===== config.mk =====
export PLATFORM = sky130hd
export DESIGN_NAME = serial_tx
export DESIGN_NICKNAME = d
export VERILOG_FILES = /design/src/rtl/serial_pkg.sv /design/src/rtl/byte_fifo.sv /design/src/rtl/serial_tx.sv
export SDC_FILE = /design/constraint.sdc
export NUM_CORES = 1
export LEC_CHECK = 0
export ABC_CLOCK_PERIOD_IN_PS = 2500
export CORE_AREA = 3 3 79 81
export CTS_CLUSTER_DIAMETER = 50
export CTS_CLUSTER_SIZE = 40
export DETAILED_ROUTE_END_ITERATION = 12
export DIE_AREA = 0 0 82 84
export PLACE_DENSITY = 0.7
export SLEW_MARGIN = 20
export SYNTH_ARGS = -nofsm -noshare
export SYNTH_HDL_FRONTEND = slang
export SYNTH_HIERARCHICAL = 1
export SYNTH_SLANG_ARGS = --single-unit

===== constraint.sdc =====
create_clock -name clk -period 2.5 [get_ports clk]
set_input_delay 0.25 -clock clk [delete_from_list [all_inputs] [get_ports clk]]
set_output_delay 0.25 -clock clk [all_outputs]
set_load 0.005 [all_outputs]

===== src/rtl/serial_pkg.sv =====
// Shared definitions for the serial transmit path: shifter states and default sizing.
package serial_pkg;

  typedef enum logic [1:0] {
    IDLE,
    START,
    DATA,
    STOP
  } tx_state_t;

  localparam int DEF_DIVISOR = 16;
  localparam int DEF_DEPTH   = 4;

endpackage


===== src/rtl/byte_fifo.sv =====
// Byte FIFO, head visible combinationally on rdata; same-cycle wr+rd keeps fill.
// Writes while full and reads while empty are ignored; the caller flags dropped bytes.
module byte_fifo
  import serial_pkg::*;
#(
  parameter int DEPTH = DEF_DEPTH
) (
  input  logic                    clk,
  input  logic                    rst,
  input  logic                    wr,
  input  logic [7:0]              wdata,
  input  logic                    rd,
  output logic [7:0]              rdata,
  output logic [$clog2(DEPTH):0]  fill
);

  localparam int AW = $clog2(DEPTH);

  logic [7:0]    r_mem [DEPTH];
  logic [AW-1:0] r_wr_ptr;
  logic [AW-1:0] r_rd_ptr;
  logic [AW:0]   r_fill;
  logic          w_do_wr;
  logic          w_do_rd;

  assign w_do_wr = wr && (r_fill < (AW+1)'(DEPTH));
  assign w_do_rd = rd && (r_fill != '0);

  // Storage needs no reset: the pointers alone define what is valid.
  always_ff @(posedge clk) begin
    if (w_do_wr) begin
      r_mem[r_wr_ptr] <= wdata;
    end
  end

  always_ff @(posedge clk or posedge rst) begin
    if (rst) begin
      r_wr_ptr <= '0;
      r_rd_ptr <= '0;
      r_fill   <= '0;
    end else begin
      if (w_do_wr) begin
        r_wr_ptr <= r_wr_ptr + AW'(1);
      end
      if (w_do_rd) begin
        r_rd_ptr <= r_rd_ptr + AW'(1);
      end
      case ({w_do_wr, w_do_rd})
        2'b10:   r_fill <= r_fill + (AW+1)'(1);
        2'b01:   r_fill <= r_fill - (AW+1)'(1);
        default: r_fill <= r_fill;
      endcase
    end
  end

  assign rdata = r_mem[r_rd_ptr];
  assign fill  = r_fill;

endmodule


===== src/rtl/serial_tx.sv =====
// 8N1 transmitter fed from a byte FIFO; txd goes low two cycles after a DataReady into an idle block.
// Credit flow control: DataNext is only raised when the FIFO can absorb every outstanding request.
module serial_tx
  import serial_pkg::*;
#(
  parameter int DIVISOR = DEF_DIVISOR,
  parameter int DEPTH   = DEF_DEPTH
) (
  input  logic       clk,
  input  logic       rst,
  input  logic [7:0] DataVal,
  input  logic       DataReady,
  output logic       DataNext,
  output logic       txd,
  output logic       busy,
  output logic       overflow
);

  localparam int CW = $clog2(DIVISOR);
  localparam int FW = $clog2(DEPTH) + 1;

  tx_state_t     r_state;
  tx_state_t     w_state_nxt;
  logic [CW-1:0] r_baud;
  logic [CW-1:0] w_baud_nxt;
  logic [2:0]    r_bit;
  logic [2:0]    w_bit_nxt;
  logic [7:0]    r_shift;
  logic [7:0]    w_shift_nxt;
  logic          r_txd;
  logic          w_txd_nxt;
  logic          r_req_q;
  logic          r_overflow;
  logic [FW-1:0] w_fill;
  logic [7:0]    w_head;
  logic          w_pop;
  logic          w_bit_end;
  logic          w_fifo_full;
  logic          w_fifo_nonempty;
  logic [FW:0]   w_credit;

  byte_fifo #(
    .DEPTH (DEPTH)
  ) u_fifo (
    .clk   (clk),
    .rst   (rst),
    .wr    (DataReady),
    .wdata (DataVal),
    .rd    (w_pop),
    .rdata (w_head),
    .fill  (w_fill)
  );

  assign w_fifo_full     = (w_fill == FW'(DEPTH));
  assign w_fifo_nonempty = (w_fill != '0);

  // A request raised last cycle may still be answered this cycle, so count it as occupied.
  assign w_credit = {1'b0, w_fill} + {{FW{1'b0}}, r_req_q};
  assign DataNext = !rst && (w_credit < (FW+1)'(DEPTH));

  always_ff @(posedge clk or posedge rst) begin
    if (rst) begin
      r_req_q    <= 1'b0;
      r_overflow <= 1'b0;
    end else begin
      r_req_q <= DataNext;
      if (DataReady && w_fifo_full) begin
        r_overflow <= 1'b1;
      end
    end
  end

  assign w_bit_end = (r_baud == CW'(DIVISOR - 1));

  always_ff @(posedge clk or posedge rst) begin
    if (rst) begin
      r_state <= IDLE;
      r_baud  <= '0;
      r_bit   <= '0;
      r_shift <= '0;
      r_txd   <= 1'b1;
    end else begin
      r_state <= w_state_nxt;
      r_baud  <= w_baud_nxt;
      r_bit   <= w_bit_nxt;
      r_shift <= w_shift_nxt;
      r_txd   <= w_txd_nxt;
    end
  end

  always_comb begin
    w_state_nxt = r_state;
    w_baud_nxt  = r_baud;
    w_bit_nxt   = r_bit;
    w_shift_nxt = r_shift;
    w_pop       = 1'b0;
    w_txd_nxt   = 1'b1;

    case (r_state)
      IDLE: begin
        if (w_fifo_nonempty) begin
          w_pop       = 1'b1;
          w_shift_nxt = w_head;
          w_baud_nxt  = '0;
          w_state_nxt = START;
        end
      end
      START: begin
        if (w_bit_end) begin
          w_baud_nxt  = '0;
          w_bit_nxt   = '0;
          w_state_nxt = DATA;
        end else begin
          w_baud_nxt = r_baud + CW'(1);
        end
      end
      DATA: begin
        if (w_bit_end) begin
          w_baud_nxt = '0;
          if (r_bit == 3'd7) begin
            w_state_nxt = STOP;
          end else begin
            w_shift_nxt = r_shift >> 1;
            w_bit_nxt   = r_bit + 3'd1;
          end
        end else begin
          w_baud_nxt = r_baud + CW'(1);
        end
      end
      STOP: begin
        if (w_bit_end) begin
          w_baud_nxt = '0;
          // Chain straight into the next start bit so queued bytes leave with no idle gap.
          if (w_fifo_nonempty) begin
            w_pop       = 1'b1;
            w_shift_nxt = w_head;
            w_state_nxt = START;
          end else begin
            w_state_nxt = IDLE;
          end
        end else begin
          w_baud_nxt = r_baud + CW'(1);
        end
      end
      default: begin
        w_state_nxt = IDLE;
      end
    endcase

    // txd is derived from the next state so the line flop changes together with the state.
    case (w_state_nxt)
      START:   w_txd_nxt = 1'b0;
      DATA:    w_txd_nxt = w_shift_nxt[0];
      default: w_txd_nxt = 1'b1;
    endcase
  end

  assign txd      = r_txd;
  assign busy     = (r_state != IDLE) || w_fifo_nonempty;
  assign overflow = r_overflow;

endmodule


==> impl_metrics.toml <==
[worst_setup_path]
r2r_setup_slack_ns = 0.24
r2r_start = "r_baud[0]"
startpoint = "r_state[0]"
required_ns = 2.25
start_kind = "register"
arrival_ns = 2.16
setup.worst_path.end_class = "output pin"
criticalPathCategory = "register to output pin"
crit_fanout = 12
timing.rr.end = "u_fifo/fill[2]"
reg2reg_depth = 11

[synth]
yosys_warnings = 6
syn-cell-area_um2 = 2780
synthDistinctLibCells = 45
ys_async_sr_fraction_pct = 45.8
synth_seq_area_share_pct = 58.9
synthCells = 191
synth-main-ff-cell = "edfxtp_1"
yosys_register_bits = 59
syn_area_per_cell_um2 = 14.6
synth_fp_nets = 216
synth-edff-count = 32

[clocking]
clock_sinks = 59
clk_latency_ns = 0.34
path_clk_slew_ns = 0.08
cts-root-buf = "clkbuf_8"
cts_buffers = 9
cts_hold_buffers = 0
h-tree-depth = 3
cts_tree = "built"
clock_path_buffers = 2

[timing]
relSlewSlack_pct = 43.8
tns_ns = 0
setup_viol = 0
fin_skew_ns = 0.00916
max_freq_mhz = 415
fin_crit_ns = 2.41
fin_ws_ns = 0.0912
maxSlewViolCount = 0
hold_viol = 0
worst_slew_pin_slew_ns = 0.841
finalCritPeriodShare_pct = 96.4

[placement]
dp_hpwl_um = 3660
gp_congestion = 0.786
portBuffers = 14
placed_cells = 275
pre_cts_ws_ns = 0.0616

[global_routing]
first_global_vias = 1789
grt_overflow_total = 0
grt_max_degree = 21
antenna_found_initial = 0
grt_pass1_wl_um = 9000
grt.total_usage_pct = 17.5

[layout]
fill_cells = 452
drive_gt1_share_pct = 22.7
fin_nets = 240
layout_common_cells = "32 x edfxtp_1, 24 x dfrtp_1, 18 x a22o_1"
mostFrequentLayoutCell = "edfxtp_1"
fin_util_pct = 59.1
antenna_cells = 0
final_cells = 292
area_growth_pct = 17.7

[detailed_routing]
num_vias = 1650
vias_per_cell = 5.65
ant_nets = 0
first_pass_iters = 4
detail_route.wl_per_cell_um = 17.8
drt_wl_total_um = 5190
drc = 0
drt_iter0_drc = 111

[floorplanning]
initial_utilization_pct = 50.2
die_area_um2 = 6890
num_rows = 27
die_h_um = 84
core_area_um2 = 5540
die_w_um = 82
ioPinCount = 15

[power_and_ir_drop]
powerDensity_nw_per_um2 = 1180
ir_worst_vdd_mv = 0.668
leakagePower_uw = 0.00128

[flow_run]
max-cap-violations = 0

[hold_path]
hold_class = "input port to asynchronous set/reset pin"

[run_status]
status = "finished, final reports clean"
==> timing repair <==
item                                    CTS  global route
resized for setup                         3             8
buffers inserted                          0             1
endpoints found under the setup margin    1             2
==> worst max-delay path by stage <==
stage	cells after the start	slack [ns]	end
CTS	5	0.0005	busy
global placement	11	0.17	u_fifo/fill[2]
global route	5	-0.008	busy
detailed placement	11	0.06	u_fifo/fill[2]
floorplan	12	0.14	u_fifo/fill[2]
finish	5	0.09	busy
==> power by group <==
part	internal [uW]	leakage, uW	switching, uW
combinational	704	0.000538	650
sequential	1290	0.000631	246
clock	568	0.000110	405
==> through the flow <==
stage          hold slack (ns)  cell area [um2]  total power, uW
2_1_floorplan           0.0534             2780             2460
6_report                 0.220             3270             3870
4_1_cts                  0.208             3230             3830
3_3_place_gp             0.455             3000             2760
3_5_place_dp             0.455             3000             2850
5_1_grt                  0.222             3270             4130
==> layout make-up <==
class | count | area, um2 | area share (%)
flip-flops and latches | 59 | 1640 | 50.1
multi-input cells | 111 | 1070 | 32.7
repair buffers | 22 | 204 | 6.23
clock buffers | 9 | 124 | 3.78
clock inverters | 7 | 98.8 | 3.02
well taps | 72 | 90.1 | 2.75
inverters | 12 | 45.0 | 1.38
==> synth_stat cells, drive strengths merged (3+ instances only) <==
| library cell | instances | area, um2 |
|---|---|---|
| edfxtp | 32 | 961 |
| dfrtp | 26 | 651 |
| a22o | 18 | 158 |
| ha | 13 | 163 |
| inv | 12 | 45.0 |
| mux4 | 8 | 180 |
| and2 | 6 | 37.5 |
| nand2 | 6 | 22.5 |
| nor2 | 6 | 30.0 |
| o21ai | 6 | 30.0 |
| clkbuf | 5 | 20.0 |
| nand3 | 5 | 25.0 |
| nor3 | 5 | 36.3 |
| buf | 4 | 45.0 |
| xnor2 | 4 | 35.0 |
| and2b | 3 | 23.8 |
| o31a | 3 | 26.3 |
| xor2 | 3 | 26.3 |
==> cells by family (layout without fill, tap and decap cells) <==
| kind of cell | after synthesis | in the layout | share of synthesized area [%] |
|---|---|---|---|
| buffers and inverters | 21 | 50 | 3.96 |
| XOR/XNOR | 7 | 7 | 2.20 |
| flip-flops | 59 | 59 | 58.9 |
| adder cells (fa/ha/maj) | 14 | 14 | 6.56 |
| AND/OR/NAND/NOR | 36 | 36 | 7.96 |
| multiplexers | 10 | 10 | 7.19 |
| AO/OA/AOI/OAI | 44 | 44 | 13.3 |
==> worst max-delay path, stage by stage (launching register included) <==
cell and delay [ns]:
dfrtp_2 0.43, inv_1 0.13, ha_4 0.17, buf_6 0.14, or4b_4 0.49, clkdlybuf4s50_1 0.47
==> state kept, by name, indices dropped and copies added, names as in the netlist <==
name             count
r_shift              8
u_fifo/r_wr_ptr      2
u_fifo/fill          3
txd                  1
r_req_q              1
r_baud               4
u_fifo/r_mem        32
overflow             1
r_state              2
u_fifo/r_rd_ptr      2
r_bit                3
==> routing by layer <==
| layer | vias to the layer above | part of all wire [%] | GRT usage (%) |
|---|---|---|---|
| li1 | 781 | - | - |
| met1 | 838 | 43 | 22.3 |
| met2 | 27 | 53 | 27.1 |
| met3 | 4 | 3.3 | 6.80 |
| met4 | 0 | 0.58 | 5.89 |
| met5 | - | 0 | 0 |
No activity file was read; power rests on OpenSTA's default activity.
